$ cat src/rtl/fu_issue_scheduler_pkg.sv
// Shared types and limits for the functional-unit issue scheduler.
package fu_issue_scheduler_pkg;

   localparam int CNT_W      = 3;
   localparam int FU_LAT_MAX = 7;

   typedef logic [CNT_W-1:0] fu_sched_cnt_t;

endpackage

$ cat src/rtl/fu_issue_scheduler_if.sv
// Issue/CDB handshake bundle between the reservation stations and the scheduler.
interface fu_issue_scheduler_if #(
   parameter int NUM_REQ = 4,
   parameter int NUM_FU  = 2,
   parameter int IDX_W   = $clog2(NUM_REQ)
);

   logic                      flush;
   logic [NUM_REQ-1:0]        req;
   logic [NUM_FU-1:0]         cdb_ready;
   logic [NUM_REQ-1:0]        gnt;
   logic [NUM_FU-1:0]         issue_valid;
   logic [NUM_FU*IDX_W-1:0]   issue_idx;
   logic [NUM_FU-1:0]         fu_busy;
   logic [NUM_FU-1:0]         fu_done;

   modport master (
      output flush, req, cdb_ready,
      input  gnt, issue_valid, issue_idx, fu_busy, fu_done
   );

   modport slave (
      input  flush, req, cdb_ready,
      output gnt, issue_valid, issue_idx, fu_busy, fu_done
   );

endinterface

$ cat src/rtl/fu_issue_scheduler_rr_multi_picker.sv
// Rotate-and-priority encoder: picks up to NUM_PICK set request bits,
// scanning upward from rr_ptr with wrap, in scan order.
module rr_multi_picker #(
   parameter int NUM_REQ  = 4,
   parameter int NUM_PICK = 2,
   parameter int IDX_W    = $clog2(NUM_REQ)
) (
   input  logic [NUM_REQ-1:0]          req,
   input  logic [IDX_W-1:0]            rr_ptr,
   output logic [NUM_PICK*IDX_W-1:0]   pick_idx,
   output logic [NUM_PICK-1:0]         pick_valid
);

   logic [2*NUM_REQ-1:0] dbl_s;
   logic [NUM_REQ-1:0]   rot_s;

   // Bit j of rot_s is the request at position rr_ptr+j (mod NUM_REQ)
   assign dbl_s = {req, req} >> rr_ptr;
   assign rot_s = dbl_s[NUM_REQ-1:0];

   // Each pick slot takes the lowest remaining rotated bit and removes it
   always_comb begin
      logic [NUM_REQ-1:0] left_v;
      logic               found_v;
      int                 sum_v;
      left_v     = rot_s;
      found_v    = 1'b0;
      sum_v      = 0;
      pick_idx   = '0;
      pick_valid = '0;
      for (int k = 0; k < NUM_PICK; k++) begin
         found_v = 1'b0;
         for (int j = 0; j < NUM_REQ; j++) begin
            if (left_v[j] && !found_v) begin
               found_v       = 1'b1;
               left_v[j]     = 1'b0;
               sum_v         = int'(rr_ptr) + j;
               pick_valid[k] = 1'b1;
               pick_idx[k*IDX_W +: IDX_W] =
                  IDX_W'((sum_v >= NUM_REQ) ? (sum_v - NUM_REQ) : sum_v);
            end else begin
               found_v = found_v;
            end
         end
      end
   end

endmodule

$ cat src/rtl/fu_issue_scheduler.sv
// Shares NUM_FU non-pipelined functional units among NUM_REQ issue ports:
// per-FU occupancy counters, round-robin grant, result hold until CDB accept.
module fu_issue_scheduler
   import fu_issue_scheduler_pkg::*;
#(
   parameter int NUM_REQ = 4,
   parameter int NUM_FU  = 2,
   parameter int FU_LAT  = 1,
   parameter int IDX_W   = $clog2(NUM_REQ)
) (
   input  logic                  clk,
   input  logic                  rst,
   fu_issue_scheduler_if.slave   bus
);

   localparam fu_sched_cnt_t LAT_CNT =
      fu_sched_cnt_t'((FU_LAT > FU_LAT_MAX) ? FU_LAT_MAX : FU_LAT);

   fu_sched_cnt_t             cnt_r [NUM_FU];
   logic [IDX_W-1:0]          rr_ptr_r;
   logic [NUM_FU-1:0]         avail_s;
   logic [NUM_FU*IDX_W-1:0]   pick_idx_s;
   logic [NUM_FU-1:0]         pick_valid_s;
   logic [NUM_REQ-1:0]        gnt_s;
   logic [NUM_FU-1:0]         issue_valid_s;
   logic [NUM_FU*IDX_W-1:0]   issue_idx_s;
   logic                      grant_any_s;
   logic [IDX_W-1:0]          last_idx_s;
   logic [IDX_W-1:0]          next_ptr_s;
   logic [NUM_FU-1:0]         fu_busy_s;
   logic [NUM_FU-1:0]         fu_done_s;

   rr_multi_picker #(
      .NUM_REQ  (NUM_REQ),
      .NUM_PICK (NUM_FU),
      .IDX_W    (IDX_W)
   ) u_picker (
      .req        (bus.req),
      .rr_ptr     (rr_ptr_r),
      .pick_idx   (pick_idx_s),
      .pick_valid (pick_valid_s)
   );

   // An FU takes a new op when idle, or when its held result leaves on the CDB this cycle
   always_comb begin
      for (int f = 0; f < NUM_FU; f++) begin
         avail_s[f] = (cnt_r[f] == 3'd0) || ((cnt_r[f] == 3'd1) && bus.cdb_ready[f]);
      end
   end

   // Bind the k-th pick in scan order to the k-th available FU; flush or reset blocks all issue
   always_comb begin
      int               k_v;
      logic [IDX_W-1:0] idx_v;
      logic             vld_v;
      k_v           = 0;
      idx_v         = '0;
      vld_v         = 1'b0;
      gnt_s         = '0;
      issue_valid_s = '0;
      issue_idx_s   = '0;
      grant_any_s   = 1'b0;
      last_idx_s    = '0;
      for (int f = 0; f < NUM_FU; f++) begin
         idx_v = IDX_W'(pick_idx_s >> (k_v * IDX_W));
         vld_v = 1'(pick_valid_s >> k_v);
         if (rst && !bus.flush && avail_s[f] && vld_v) begin
            gnt_s[idx_v]                   = 1'b1;
            issue_valid_s[f]               = 1'b1;
            issue_idx_s[f*IDX_W +: IDX_W]  = idx_v;
            grant_any_s                    = 1'b1;
            last_idx_s                     = idx_v;
            k_v                            = k_v + 1;
         end else begin
            k_v = k_v;
         end
      end
   end

   // Pointer resumes just after the last requester served, wrapping at NUM_REQ
   always_comb begin
      if (last_idx_s == IDX_W'(NUM_REQ - 1)) begin
         next_ptr_s = '0;
      end else begin
         next_ptr_s = last_idx_s + IDX_W'(1);
      end
   end

   // Round-robin pointer advances only when something was granted
   always_ff @(posedge clk or negedge rst) begin
      if (!rst) begin
         rr_ptr_r <= '0;
      end else if (grant_any_s) begin
         rr_ptr_r <= next_ptr_s;
      end else begin
         rr_ptr_r <= rr_ptr_r;
      end
   end

   // Occupancy counters: load on issue, count down, stall at 1 until the CDB accepts
   always_ff @(posedge clk or negedge rst) begin
      if (!rst) begin
         for (int f = 0; f < NUM_FU; f++) begin
            cnt_r[f] <= '0;
         end
      end else begin
         for (int f = 0; f < NUM_FU; f++) begin
            if (bus.flush) begin
               cnt_r[f] <= '0;
            end else if (issue_valid_s[f]) begin
               cnt_r[f] <= LAT_CNT;
            end else if ((cnt_r[f] == 3'd1) && bus.cdb_ready[f]) begin
               cnt_r[f] <= '0;
            end else if (cnt_r[f] > 3'd1) begin
               cnt_r[f] <= cnt_r[f] - 3'd1;
            end else begin
               cnt_r[f] <= cnt_r[f];
            end
         end
      end
   end

   // Status flags come straight from the counter registers
   always_comb begin
      for (int f = 0; f < NUM_FU; f++) begin
         fu_busy_s[f] = (cnt_r[f] != 3'd0);
         fu_done_s[f] = (cnt_r[f] == 3'd1);
      end
   end

   assign bus.gnt         = gnt_s;
   assign bus.issue_valid = issue_valid_s;
   assign bus.issue_idx   = issue_idx_s;
   assign bus.fu_busy     = fu_busy_s;
   assign bus.fu_done     = fu_done_s;

endmodule

$ cat src/flat_wrapper.sv
// flat-port wrapper written by rule: the top's interface ports become plain ports
module fu_issue_scheduler_flat import fu_issue_scheduler_pkg::*;
#(
   parameter int NUM_REQ = 4,
   parameter int NUM_FU  = 2,
   parameter int FU_LAT  = 1,
   parameter int IDX_W   = $clog2(NUM_REQ)
)
  (clk, rst, bus_flush, bus_req, bus_cdb_ready, bus_gnt, bus_issue_valid, bus_issue_idx, bus_fu_busy, bus_fu_done);
  fu_issue_scheduler_if #(.NUM_REQ(NUM_REQ), .NUM_FU(NUM_FU), .IDX_W(IDX_W)) bus_i ();
  input  logic clk;
  input  logic rst;
  input wire logic [$bits(bus_i.flush)-1:0] bus_flush;
  input wire logic [$bits(bus_i.req)-1:0] bus_req;
  input wire logic [$bits(bus_i.cdb_ready)-1:0] bus_cdb_ready;
  output wire logic [$bits(bus_i.gnt)-1:0] bus_gnt;
  output wire logic [$bits(bus_i.issue_valid)-1:0] bus_issue_valid;
  output wire logic [$bits(bus_i.issue_idx)-1:0] bus_issue_idx;
  output wire logic [$bits(bus_i.fu_busy)-1:0] bus_fu_busy;
  output wire logic [$bits(bus_i.fu_done)-1:0] bus_fu_done;
  assign bus_i.flush = bus_flush;
  assign bus_i.req = bus_req;
  assign bus_i.cdb_ready = bus_cdb_ready;
  assign bus_gnt = bus_i.gnt;
  assign bus_issue_valid = bus_i.issue_valid;
  assign bus_issue_idx = bus_i.issue_idx;
  assign bus_fu_busy = bus_i.fu_busy;
  assign bus_fu_done = bus_i.fu_done;
  fu_issue_scheduler #(.NUM_REQ(NUM_REQ), .NUM_FU(NUM_FU), .FU_LAT(FU_LAT), .IDX_W(IDX_W)) u_core (.clk(clk), .rst(rst), .bus(bus_i));
endmodule
$ cat config.mk
export PLATFORM = sky130hd
export DESIGN_NAME = fu_issue_scheduler_flat
export DESIGN_NICKNAME = d
export VERILOG_FILES = /design/src/rtl/fu_issue_scheduler_pkg.sv /design/src/rtl/fu_issue_scheduler_if.sv /design/src/rtl/fu_issue_scheduler_rr_multi_picker.sv /design/src/rtl/fu_issue_scheduler.sv /design/src/flat_wrapper.sv
export SDC_FILE = /design/constraint.sdc
export NUM_CORES = 1
export LEC_CHECK = 0
export CAP_MARGIN = 15
export CORE_MARGIN = 4
export CORE_UTILIZATION = 37
export CTS_BUF_LIST = sky130_fd_sc_hd__clkbuf_4 sky130_fd_sc_hd__clkbuf_8 sky130_fd_sc_hd__clkbuf_16
export DETAILED_ROUTE_END_ITERATION = 6
export GPL_TIMING_DRIVEN = 0
export HOLD_SLACK_MARGIN = 0.12
export PLACE_DENSITY_LB_ADDON = 0.12
export SLEW_MARGIN = 10
export SYNTH_ARGS = -nofsm -noshare
export SYNTH_HDL_FRONTEND = slang
export SYNTH_HIERARCHICAL = 1
export SYNTH_SLANG_ARGS = --single-unit
$ cat constraint.sdc
create_clock -name clk -period 2.4 [get_ports clk]
set_input_delay 0.24 -clock clk [delete_from_list [all_inputs] [get_ports clk]]
set_output_delay 0.24 -clock clk [all_outputs]
set_load 0.01 [all_outputs]
==> impl_metrics.ini <==
[yosys]
synth_most_common_cell = inv_1
synth_cell_type_count = 44
synth-main-ff-cell = dfrtp_1
synth_area_leader_cell = dfrtp_1
synth_edf_count = 0
synth-seq-cells = 8
syn_area_um2 = 977.2
synth_top_area_share_pct = 20.49
yosys_warnings = 6
yosysSeqAreaShare_pct = 20.49
ys_async_sr_fraction_pct = 100.0
ys_top_cells_by_area = dfrtp_1 (20%), ha_1 (7.7%), a21oi_1 (5.1%)
synth_common_cells = inv_1 (13), nor2_1 (12), a21oi_1 (10), nand2_1 (10), dfrtp_1 (8)
syn_avg_cell_area_um2 = 7.517
synth_nets = 145
synthCells = 130

[clock_tree]
cts_tree = built
clk_pin_slew_worst_paths_ns = 0.06
cts_max_path_buffers = 2
root_buffer = clkbuf_4
cts-htree-levels = 1
cts.sinks = 8
clock_latency_ns = 0.25
cts_inserted_buffers = 3

[cells_and_area]
fin_util_pct = 61.86
fin_nets = 195
n_antenna_cell = 0
area_growth_pct = 58.26
final_layout_size_suffix_gt1_share_pct = 35.96
post-route-cell-area_um2 = 1546

[placement]
place.gp.congestion = 0.7717
dpl_worst_slack_ns = -0.6659
port_buffers = 21
dpl.hpwl_um = 1900
placed_area_um2 = 1225

[worst_setup_path]
crit_arrival_ns = 2.12
cp_common_cell = ha_4
cp-start-kind = flop
required_ns = 2.16
slowest_delay_ns = 0.42
cp_cell_sequence = inv_2 -> ha_4 -> ha_4 -> nor2_4 -> o211a_1 -> buf_6 -> nand2_4 -> or3_1 -> o31ai_1 -> buf_2
crit_fanout = 6
reg2reg_from = u_core/rr_ptr_r[1]
worst_path_max_delay_cell = dfrtp_1
crit_path_end_kind = output pin
r2r.worst_path.cells = 11
crit_start = u_core/cnt_r[3]
path_class = flop to output pin

[floorplanning]
die_w_um = 59.39
fp-row-count = 18
start_util_pct = 39.09
io_pins = 23
design.die.area_um2 = 3527
core-area_um2 = 2500
chipHeight_um = 59.39

[timing]
period_minus_slack_ns = 2.358
slew_violations = 0
rsz0062_at_grt = yes
hold_violations = 0
slew_headroom_pct = 73.57
max_freq_ghz = 0.4241
fin_crit_sh_pct = 98.25
worst_slack_ns = 0.04207
whs_ns = 0.6020
clock_skew_ns = 0.001434
setup_viol_count_final = 0
tightest_slew_ns = 0.3965

[pwr]
max-vdd-ir-drop_mv = 0.7455
p_leak_nw = 0.7383
pwr_density_cell_nw_per_um2 = 1146

[drt]
ant_nets = 0
wl_um = 2974
route.vias.total = 1158
vias_per_cell = 5.567
first_iter_violations = 37
drt-pass1-iter-count = 4
drcViolationCount = 0
routedWlPerCell_um = 14.30

[global_route]
first_global_vias = 1069
antenna_found_initial = 0
grt_pass1_wl_um = 4719
grt_overflow = 0
grt_util_all_layers_pct = 16.77
grt_max_degree = 11

[min_path]
min_from = u_core/cnt_r[4]
hold_class = flop to flop
whs_path_depth = 2

[status]
outcome = finished clean

[job]
drv_cap = 0
sequential cells by signal, summed over array words and instances, names as in the netlist:
| register | cells |
|---|---|
| u_core/cnt_r | 6 |
| u_core/rr_ptr_r | 2 |
kinds of logic after synthesis:
kind of cell	share of synthesized area, %
simple gates	26.38
fa+ha+maj	8.835
xor+xnor	1.793
buf+inv	11.14
compound gates	28.30
flops	20.49
mux	3.073
layout make-up:
cell class,instances,area [µm²]
clock buffer,3,22.52
multi-input combinational,101,789.5
timing repair buffer,45,377.9
inverter,15,58.81
buffer,6,60.06
sequential,8,200.2
fill,229,953.4
tap,30,37.54
per-stage QoR:
stage	power (mW)	instances	setup TNS, ns
after floorplan	0.9652	130	0
after global placement	1.257	181	-4.042
after detailed placement	1.272	181	-4.289
after CTS	1.551	202	0
after global routing	1.938	208	-0.2742
final	1.772	208	0
cells in the final DEF, fill, tap and decap left out, drive strengths merged, types with 3 or more instances in the layout:
cell           instances
o32ai                  3
clkbuf                 4
nand2b                 3
nand3b                 3
nor2                  14
a21oi                 10
o21ai                 10
a32oi                  3
buf                   33
nand3                  3
nor3                   4
dfrtp                  8
clkdlybuf4s50          8
mux2i                  3
a31oi                  3
ha                     6
inv                   14
dlygate4sd2            6
nand2                 11
final timing paths:
| kind | to | slack (ns) |
|---|---|---|
| worst max-delay path | bus_gnt[0] | 0.04 |
| min in group asynchronous | u_core/cnt_r[2] | 0.62 |
| worst max register to register | u_core/rr_ptr_r[1] | 0.29 |
| worst min-delay path | u_core/cnt_r[4] | 0.60 |
| max in group asynchronous | u_core/cnt_r[4] | 1.52 |
| worst min register to register | u_core/cnt_r[4] | 0.60 |
worst max-delay path: cells and delay by family (launching register included):
| family | cells | cell delay (ns) |
|---|---|---|
| fa+ha+maj | 2 | 0.33 |
| flops | 1 | 0.42 |
| compound gates | 2 | 0.23 |
| simple gates | 3 | 0.52 |
| buf+inv | 3 | 0.36 |
per-layer routing:
metal / GRT usage (%) / vias up / share of wire, %
li1: - / 566 / -
met5: 0 / - / 0
met1: 22.61 / 552 / 46
met3: 1.743 / 2 / 4.8
met2: 27.93 / 38 / 49
met4: 5.178 / 0 / 0.47
where the power goes:
part           internal [mW]  switching (mW)
clock network         0.0574          0.0485
registers              0.192          0.0658
logic                  0.703           0.705
total                  0.952           0.820
repair_timing:
| item | CTS | global route |
|---|---|---|
| buffers inserted | 17 | 6 |
| setup endpoints to repair | 10 | 7 |
| hold buffers | 1 | 0 |
| endpoints found under the hold margin | 8 | 0 |
| pin swaps | 15 | 5 |
| gates resized for setup | 40 | 16 |
Note: power is estimated with default switching activity, not from simulation.
